--- config.mk ---
export PLATFORM = sky130hd
export DESIGN_NAME = uart_tx
export DESIGN_NICKNAME = d
export VERILOG_FILES = /design/src/rtl/uart_tx_pkg.sv /design/src/rtl/uart_tx_serializer.sv /design/src/rtl/uart_tx.sv
export SDC_FILE = /design/constraint.sdc
export NUM_CORES = 1
export LEC_CHECK = 0
export ABC_AREA = 1
export BUFFER_PORTS_ARGS = -buffer_cell sky130_fd_sc_hd__buf_2
export CAP_MARGIN = 20
export CORE_MARGIN = 1
export CORE_UTILIZATION = 55
export CTS_CLUSTER_DIAMETER = 80
export CTS_CLUSTER_SIZE = 25
export DETAILED_ROUTE_END_ITERATION = 10
export PLACE_DENSITY = 0.9
export SLEW_MARGIN = 10
export SYNTH_ARGS = -nofsm -noshare
export SYNTH_HDL_FRONTEND = slang
export SYNTH_SLANG_ARGS = --single-unit
--- constraint.sdc ---
create_clock -name CLK -period 2.45 [get_ports CLK]
set_clock_uncertainty 0.05 [all_clocks]
set_input_delay 0.49 -clock CLK [delete_from_list [all_inputs] [get_ports CLK]]
set_output_delay 0.49 -clock CLK [all_outputs]
set_load 0.005 [all_outputs]
--- src/rtl/uart_tx_pkg.sv ---
// uart_tx_pkg: shared types and constants for the UART transmitter.
//   - tx_state_e : transmitter FSM state encoding (also driven on state_dbg)
//   - PAR_EVEN / PAR_ODD : values of the par_typ input
//   - LINE_IDLE / LINE_START : serial line levels
package uart_tx_pkg;

    typedef enum logic [2:0] {
        IDLE   = 3'd0,
        START  = 3'd1,
        DATA   = 3'd2,
        PARITY = 3'd3,
        STOP   = 3'd4
    } tx_state_e;

    localparam logic PAR_EVEN   = 1'b0;
    localparam logic PAR_ODD    = 1'b1;

    localparam logic LINE_IDLE  = 1'b1;
    localparam logic LINE_START = 1'b0;

endpackage

--- src/rtl/uart_tx_serializer.sv ---
// uart_tx_serializer: data shift register and data bit counter of the UART
// transmitter.
// Ports:
//   CLK, RST      clock, asynchronous active-high reset
//   load          load load_data and clear the bit index (frame acceptance)
//   load_data     word to serialize
//   shift_en      one completed data bit period: shift right, advance index
//   ser_bit_next  value bit 0 of the shift register takes on the next edge,
//                 so the parent can register tx_out without a cycle of lag
//   ser_done      bit index is on the last data bit
module uart_tx_serializer #(
    parameter int DATA_WIDTH = 8
) (
    input  logic                  CLK,
    input  logic                  RST,
    input  logic                  load,
    input  logic [DATA_WIDTH-1:0] load_data,
    input  logic                  shift_en,
    output logic                  ser_bit_next,
    output logic                  ser_done
);

    localparam int IDX_W = (DATA_WIDTH > 1) ? $clog2(DATA_WIDTH) : 1;
    localparam logic [IDX_W-1:0] LAST_IDX = IDX_W'(DATA_WIDTH - 1);

    logic [DATA_WIDTH-1:0] shift_q, shift_d;
    logic [IDX_W-1:0]      idx_q, idx_d;

    assign ser_done = (idx_q == LAST_IDX);

    always_comb begin
        shift_d = shift_q;
        idx_d   = idx_q;
        if (load) begin
            shift_d = load_data;
            idx_d   = '0;
        end else if (shift_en) begin
            shift_d = shift_q >> 1;
            idx_d   = ser_done ? '0 : idx_q + 1'b1;
        end
    end

    assign ser_bit_next = shift_d[0];

    always_ff @(posedge CLK or posedge RST) begin
        if (RST) begin
            shift_q <= '0;
            idx_q   <= '0;
        end else begin
            shift_q <= shift_d;
            idx_q   <= idx_d;
        end
    end

endmodule

--- src/rtl/uart_tx.sv ---
// uart_tx: UART transmitter. Accepts p_data when idle and data_valid is high,
// then sends start bit, DATA_WIDTH data bits LSB first, optional parity bit and
// one stop bit, each held for the latched prescale count (0 behaves as 1).
// Build option: define UART_TX_PARITY_EN to compile in the parity bit; without
// it par_en and par_typ are ignored and frames never carry parity.
// Ports:
//   CLK, RST    clock, asynchronous active-high reset
//   p_data      word to transmit, latched on acceptance
//   data_valid  request; accepted on an edge where the FSM is IDLE
//   par_en      1 = append parity bit (latched on acceptance)
//   par_typ     PAR_EVEN / PAR_ODD (latched on acceptance)
//   prescale    clock cycles per bit (latched on acceptance)
//   tx_out      registered serial line, idle high
//   busy        registered, high for every cycle of a frame
//   state_dbg   current FSM state (tx_state_e encoding)
// Handshake: a word is taken on a rising edge with data_valid = 1 while busy
// is low; busy then stays high for the whole frame and data_valid is ignored.
module uart_tx
    import uart_tx_pkg::*;
#(
    parameter int DATA_WIDTH     = 8,
    parameter int PRESCALE_WIDTH = 6
) (
    input  logic                      CLK,
    input  logic                      RST,
    input  logic [DATA_WIDTH-1:0]     p_data,
    input  logic                      data_valid,
    input  logic                      par_en,
    input  logic                      par_typ,
    input  logic [PRESCALE_WIDTH-1:0] prescale,
    output logic                      tx_out,
    output logic                      busy,
    output logic [2:0]                state_dbg
);

    tx_state_e                 state_q, state_d;
    logic [PRESCALE_WIDTH-1:0] cnt_q, cnt_d;
    logic [PRESCALE_WIDTH-1:0] presc_q, presc_d;
    logic                      tx_out_q, tx_out_d;
    logic                      busy_q, busy_d;

`ifdef UART_TX_PARITY_EN
    logic                      par_en_q, par_en_d;
    logic                      par_bit_q, par_bit_d;
`else
    logic                      unused_par;
    assign unused_par = par_en ^ par_typ;
`endif

    logic accept;
    logic bit_tick;
    logic shift_en;
    logic ser_bit_next;
    logic ser_done;

    uart_tx_serializer #(
        .DATA_WIDTH (DATA_WIDTH)
    ) u_serializer (
        .CLK          (CLK),
        .RST          (RST),
        .load         (accept),
        .load_data    (p_data),
        .shift_en     (shift_en),
        .ser_bit_next (ser_bit_next),
        .ser_done     (ser_done)
    );

    always_comb begin
        state_d  = state_q;
        cnt_d    = cnt_q;
        presc_d  = presc_q;
        accept   = 1'b0;
`ifdef UART_TX_PARITY_EN
        par_en_d  = par_en_q;
        par_bit_d = par_bit_q;
`endif
        // Last cycle of the current bit period.
        bit_tick = (state_q != IDLE) && (cnt_q == (presc_q - 1'b1));
        shift_en = bit_tick && (state_q == DATA);

        if (state_q != IDLE) begin
            cnt_d = bit_tick ? '0 : cnt_q + 1'b1;
        end else begin
            cnt_d = '0;
        end

        case (state_q)
            IDLE: begin
                if (data_valid) begin
                    accept  = 1'b1;
                    state_d = START;
                    presc_d = (prescale == '0) ? PRESCALE_WIDTH'(1) : prescale;
`ifdef UART_TX_PARITY_EN
                    par_en_d = par_en;
                    // Even: XOR of the word; odd: XNOR. Taken from the word as
                    // latched on this edge, so later p_data changes cannot leak in.
                    par_bit_d = (^p_data) ^ (par_typ == PAR_ODD);
`endif
                end
            end
            START: begin
                if (bit_tick) state_d = DATA;
            end
            DATA: begin
                if (bit_tick && ser_done) begin
`ifdef UART_TX_PARITY_EN
                    state_d = par_en_q ? PARITY : STOP;
`else
                    state_d = STOP;
`endif
                end
            end
`ifdef UART_TX_PARITY_EN
            PARITY: begin
                if (bit_tick) state_d = STOP;
            end
`endif
            STOP: begin
                if (bit_tick) state_d = IDLE;
            end
            default: begin
                state_d = IDLE;
            end
        endcase

        // Outputs are decoded from the next state so the registered line
        // changes on the same edge as the state.
        case (state_d)
            IDLE:    tx_out_d = LINE_IDLE;
            START:   tx_out_d = LINE_START;
            DATA:    tx_out_d = ser_bit_next;
`ifdef UART_TX_PARITY_EN
            PARITY:  tx_out_d = par_bit_q;
`endif
            STOP:    tx_out_d = LINE_IDLE;
            default: tx_out_d = LINE_IDLE;
        endcase
        busy_d = (state_d != IDLE);
    end

    always_ff @(posedge CLK or posedge RST) begin
        if (RST) begin
            state_q   <= IDLE;
            cnt_q     <= '0;
            presc_q   <= '0;
            tx_out_q  <= LINE_IDLE;
            busy_q    <= 1'b0;
`ifdef UART_TX_PARITY_EN
            par_en_q  <= 1'b0;
            par_bit_q <= 1'b0;
`endif
        end else begin
            state_q   <= state_d;
            cnt_q     <= cnt_d;
            presc_q   <= presc_d;
            tx_out_q  <= tx_out_d;
            busy_q    <= busy_d;
`ifdef UART_TX_PARITY_EN
            par_en_q  <= par_en_d;
            par_bit_q <= par_bit_d;
`endif
        end
    end

    assign tx_out    = tx_out_q;
    assign busy      = busy_q;
    assign state_dbg = state_q;

endmodule

==> results of run 1 <==
-- power by group through the flow --
stage	clock [mW]	sequential, mW	combinational, mW
floorplan	0	0.471	0.00757
global placement	0	0.471	0.0235
detailed placement	0	0.471	0.0240
CTS	0.197	0.462	0.0240
global route	0.215	0.463	0.0268
finish	0.191	0.462	0.0231
-- cell usage in the layout (no fill, tap or decap), types with 2 or more instances in the layout --
cell      Yosys  routed
a211oi_1      3       3
buf_2         0      21
buf_4         1       2
clkbuf_4      0       3
dfrtp_1      27      27
ha_1          4       4
inv_1        20      20
inv_2         5       5
nand2_1      64      64
nand2_2       2       2
nand3_1      18      18
nand4_1       2       2
nor2_1        5       5
nor2_2        3       3
nor3_1        4       4
o21ai_0       8       8
xnor2_1       3       3
-- sequential cells by signal, summed over array words and instances (netlist names) --
register,count
cnt_q,6
u_serializer.shift_q,8
presc_q,6
tx_out,1
u_serializer.idx_q,3
busy,1
state_dbg,3
-- how the worst min path moves through the flow --
stage	from	end	slack, ps	cells past startpoint
after floorplan	u_serializer.shift_q[7]	u_serializer.shift_q[7]	390	2
after global placement	u_serializer.shift_q[7]	u_serializer.shift_q[7]	410	2
after detailed placement	u_serializer.shift_q[7]	u_serializer.shift_q[7]	420	2
after CTS	RST	u_serializer.shift_q[4]	150	3
after global routing	RST	presc_q[5]	170	3
final	RST	presc_q[5]	150	3
-- per-layer routing --
metal | wire length [µm] | track usage, % | up-vias
met2 | 1350 | 39.5 | 24
met1 | 1230 | 27.5 | 569
met3 | 63 | 4.24 | 2
met4 | 8 | 7.02 | 0
li1 | - | - | 628
met5 | 0 | 0 | -
-- stage by stage --
| stage | util, % | std cells | hold WS [ps] | instance area (µm²) | total power, mW |
|---|---|---|---|---|---|
| after floorplan | - | 184 | 392 | 1470 | 0.478 |
| after global placement | 64.3 | 234 | 408 | 1610 | 0.494 |
| after detailed placement | 64.3 | 234 | 417 | 1610 | 0.495 |
| after CTS | 65.4 | 238 | 152 | 1630 | 0.684 |
| after global routing | 65.4 | 238 | 169 | 1630 | 0.705 |
| final | 65.4 | 238 | 148 | 1630 | 0.677 |
-- cell type report --
cell class,count,area [µm²]
multi-input combinational,127,649
inverter,26,98.8
clock buffer,4,26.3
fill,209,866
sequential,28,702
timing repair buffer,23,120
tap,30,37.5
-- critical path, stage by stage, from the launching register on --
cell	delay, ps
dfrtp_1	460
inv_2	80
ha_1	320
xnor2_1	130
nor2_1	90
nand3_1	100
nor2_2	220
nand2_1	210
nand2_2	120
inv_2	90
nand2_1	70
nand3_1	70
-- cell families (layout without fill, tap and decap cells) --
| logic type | Yosys count | after routing | share of synthesized area, % |
|---|---|---|---|
| and+or+nand+nor | 105 | 105 | 32.5 |
| buffers and inverters | 29 | 53 | 8.24 |
| DFF | 28 | 28 | 47.7 |
| AOI/OAI and AO/OA | 15 | 15 | 6.37 |
| adders and majority gates | 4 | 4 | 3.40 |
| xor gates and xnor gates | 3 | 3 | 1.78 |
==> results.toml, run 1 <==
[clock_tree]
cts_resized = 0
cts_max_path_buffers = 2
cts_tree = "done"
cts.sinks = 28
clk_latency_ps = 320
clk_pin_slew_worst_paths_ps = 140
cts_root_buf = "clkbuf_4"
ctsHoldBuffers = 0
htreeDepth = 1
numCtsBuffers = 3
cts_setup_buffers = 0

[placement]
portBuffers = 21
place_ws_ps = 390
gp_congestion = 0.779
dp_hpwl_mm = 2.02

[synthesis]
syn_avg_cell_area_um2 = 8.00
synth_ff_type = "dfrtp_1"
yosys-top-cells-area = "dfrtp_1, nand2_1, nand3_1"
yosysTopAreaCellShare_pct = 45.9
synth_top_area_cell = "dfrtp_1"
syn-num-nets = 207
yosys_register_bits = 28
seq_area_frac_synth_pct = 47.7
synthArstFlopShare_pct = 100
ys_top_cells_by_count = "nand2_1, dfrtp_1, inv_1, nand3_1, o21ai_0"
synth_cell_types = 30
syn_inst = 184
synth_warnings = 0
synth_edf_count = 0
syn-cell-area_mm2 = 0.00147
synth.most_common_cell = "nand2_1"

[routing]
vias = 1223
final_antenna_net_count = 0
drcViolationCount = 0
drt-total-wl_mm = 2.65
drt_first_pass_iters = 4
via_per_inst = 5.14
dr.first_iter.drc_count = 19
wl_per_cell_um = 11.1

[timing]
finalSetupTns_ps = 0
hold_viol = 0
fin_crit_sh_pct = 85.6
clock.fmax_ghz = 0.477
grt_setup_unrepaired = "false"
fin_ws_ps = 353
drv_slew = 0
period_minus_slack_ps = 2100
max_slew_margin_pct = 70.6
worst_pin_slew_ps = 440
setup_viol = 0

[grt]
grt_first_pass_wirelength_mm = 4.70
antenna_found_initial = 0
grt_max_degree = 29
grtUsageTotal_pct = 22.5
grt_overflow = 0
grt_pass1_vias = 1212

[critical_path]
cp_data_required_time_ps = 2620
crit_path_start = "presc_q[0]"
cp-endpoint = "u_serializer.shift_q[1]"
worstPathArrival_ps = 2270
rr_endpoint = "u_serializer.shift_q[1]"
cp-end-kind = "flip-flop"
start_kind = "flip-flop"
crit_type = "flip-flop to flip-flop"
worst-r2r-cell-count = 11
r2r_start = "presc_q[0]"
ff2ff_setup_slack_ps = 350
crit_fanout = 9

[die]
rows = 18
die_area_mm2 = 0.00289
io-pin-count = 24
fp.dieW_um = 53.7
core_area_mm2 = 0.00250
initial_core_util_pct = 58.9
fp.dieH_um = 53.7

[power_and_ir_drop]
power_switching_mw = 0.141
leakage_nw = 0.816
ir_drop_mv = 0.339
powerDensity_mw_per_mm2 = 414
p_int_mw = 0.536
seqPwrFrac_pct = 68.3
clockPowerShare_pct = 28.3
swShare_pct = 20.8
p_comb_share_pct = 3.4

[layout]
nets = 232
area_delta_synth_final_pct = 11.0
drive_above_1_share_pct = 21.2
diodes = 0

[min_path]
hold_class = "input port to asynchronous set/reset pin"

[job]
drv_cap = 0

[outcome]
status = "finished, final reports clean"
Power figures use the tool's default switching activity.
==> inputs of run 2 (changes only) <==
--- a/config.mk
+++ b/config.mk
@@ -9,11 +9,13 @@
 export BUFFER_PORTS_ARGS = -buffer_cell sky130_fd_sc_hd__buf_2
 export CAP_MARGIN = 20
 export CORE_MARGIN = 1
-export CORE_UTILIZATION = 55
+export CORE_UTILIZATION = 50
 export CTS_CLUSTER_DIAMETER = 80
 export CTS_CLUSTER_SIZE = 25
 export DETAILED_ROUTE_END_ITERATION = 10
-export PLACE_DENSITY = 0.9
+export GPL_TIMING_DRIVEN = 0
+export PLACE_DENSITY = 0.87
+export SKIP_LAST_GASP = 1
 export SLEW_MARGIN = 10
 export SYNTH_ARGS = -nofsm -noshare
 export SYNTH_HDL_FRONTEND = slang
==> constraint.sdc (replaced) <==
create_clock -name CLK -period 1.75 [get_ports CLK]
set_clock_uncertainty 0.05 [all_clocks]
set_input_delay 0.35 -clock CLK [delete_from_list [all_inputs] [get_ports CLK]]
set_output_delay 0.35 -clock CLK [all_outputs]
set_load 0.005 [all_outputs]
==> run 2 against run 1 <==
  * The flow now finishes with violations (setup timing)
  * Combinational power is 77% higher
  * Total power is 63% higher
  * Count of clock-buffer cells in the layout is 1 lower
  * Critical path depth is 2 lower
  * Fmax is 16% higher
  * Critical path type unchanged
  * Highest routed layer unchanged
==> results.toml, run 2 (synthesized netlist as in run 1, its figures left out) <==
[layout]
largest_reg_flops = 8
reg.largest.list = "u_serializer.shift_q x8, cnt_q x6, presc_q x6"
diodes = 0
drive_above_1_share_pct = 35.1
nets = 246
final_common_cell = "nand2_1"
utilization_pct = 68.7
area_delta_synth_final_pct = 29.8
fin_area_mm2 = 0.00191
top_register = "u_serializer.shift_q"
final_cell_mix = "nand2_1, dfrtp_1, buf_2"
instances_no_fill = 253

[timing]
grt_setup_unrepaired = "true"
fin_crit_sh_pct = 104
setup_viol = 16
drv_slew = 0
period_minus_slack_ps = 1810
worst_pin_slew_ps = 621
clock.fmax_ghz = 0.551
hold_viol = 0
fin_ws_ps = -64.0
max_slew_margin_pct = 58.3

[min_path]
min-delay-start = "p_data[7]"
hold_class = "input port to flip-flop"

[outcome]
violations = "setup timing"
status = "finished with violations"

[clock_tree]
cts_root_buf = "clkbuf_4"
cts.sinks = 28
htreeDepth = 1
clk_pin_slew_worst_paths_ps = 150
numCtsBuffers = 3
cts_max_path_buffers = 2
clk_latency_ps = 320
cts_tree = "done"

[die]
die_area_mm2 = 0.00317
fp.dieW_um = 56.3
core_area_mm2 = 0.00278
fp.dieH_um = 56.3
rows = 19
initial_core_util_pct = 52.9
io-pin-count = 24

[routing]
dr.first_iter.drc_count = 9
drt_first_pass_iters = 4
final_antenna_net_count = 0
wl_per_cell_um = 12.5
drcViolationCount = 0
drt-total-wl_mm = 3.16
via_per_inst = 5.14
vias = 1301

[power_and_ir_drop]
ir_drop_mv = 0.769
powerDensity_mw_per_mm2 = 577
leakage_nw = 0.914
total_power_mw = 1.10

[placement]
placed_area_mm2 = 0.00162
dp_hpwl_mm = 2.00
gp_congestion = 0.779
portBuffers = 21
place_ws_ps = -220
dpl.cell_count = 236

[grt]
antenna_found_initial = 0
grt_pass1_vias = 1175
grt_first_pass_wirelength_mm = 4.70
grt_max_degree = 29
grt_overflow = 0
grtUsageTotal_pct = 19.1

[critical_path]
cp_data_required_time_ps = 1930
crit_type = "flip-flop to flip-flop"
cp-end-kind = "flip-flop"
start_kind = "flip-flop"
crit_fanout = 5
r2r_start = "presc_q[1]"
worstPathArrival_ps = 1990
crit_path_start = "presc_q[1]"

[job]
drv_cap = 0
## run 2: worst paths after layout
path,end,slack [ps],depth (start not counted)
min in group asynchronous,u_serializer.shift_q[4],520,3
max in group asynchronous,tx_out,620,4
max,u_serializer.shift_q[0],-60,9
max reg2reg,u_serializer.shift_q[0],-60,9
min reg2reg,u_serializer.shift_q[6],460,2
min,u_serializer.shift_q[7],180,3
## run 2: layout make-up
cell class | instances | area (µm²)
Tap cell | 31 | 38.8
Clock buffer | 3 | 22.5
Buffer | 2 | 18.8
Timing Repair inverter | 1 | 6.26
Timing Repair Buffer | 34 | 229
Sequential cell | 28 | 702
Inverter | 26 | 108
Multi-Input combinational cell | 127 | 757
Fill cell | 212 | 870
Clock inverter | 1 | 30.0
## run 2: per-stage QoR
stage / hold WS (ps) / TNS [ps]
after floorplan: 365 / 0
after global placement: 410 / -2010
after detailed placement: 413 / -2490
after CTS: 176 / -101
after global routing: 164 / -2670
final: 179 / -694
## run 2: metal layers
metal  up-vias  track usage, %  wire length (µm)
met4         0            7.67                98
li1        659               -                 -
met5         -               0                 0
met1       606            22.5              1360
met3         8            2.76                80
met2        28            34.9              1620
## run 2: power breakdown
group	internal [mW]	switching, mW
combinational	0.0206	0.0204
sequential	0.647	0
clock	0.231	0.183
## run 2: critical path, stage by stage (launching register included)
cell and delay [ps]:
dfrtp_1 420, inv_2 90, ha_4 210, xnor2_2 120, nor2_1 120, nand3_2 100, nor2_4 170, buf_6 150
nand3b_1 110, and3_1 190
## run 2: what timing repair did
item                       4_1_cts  5_1_grt
gates resized for setup          6       26
cloned                           0        1
pin swaps                        7        5
hold buffers                     0        1
setup endpoints to repair       15       25
buffers inserted                 6        5
hold endpoints to repair         0        8
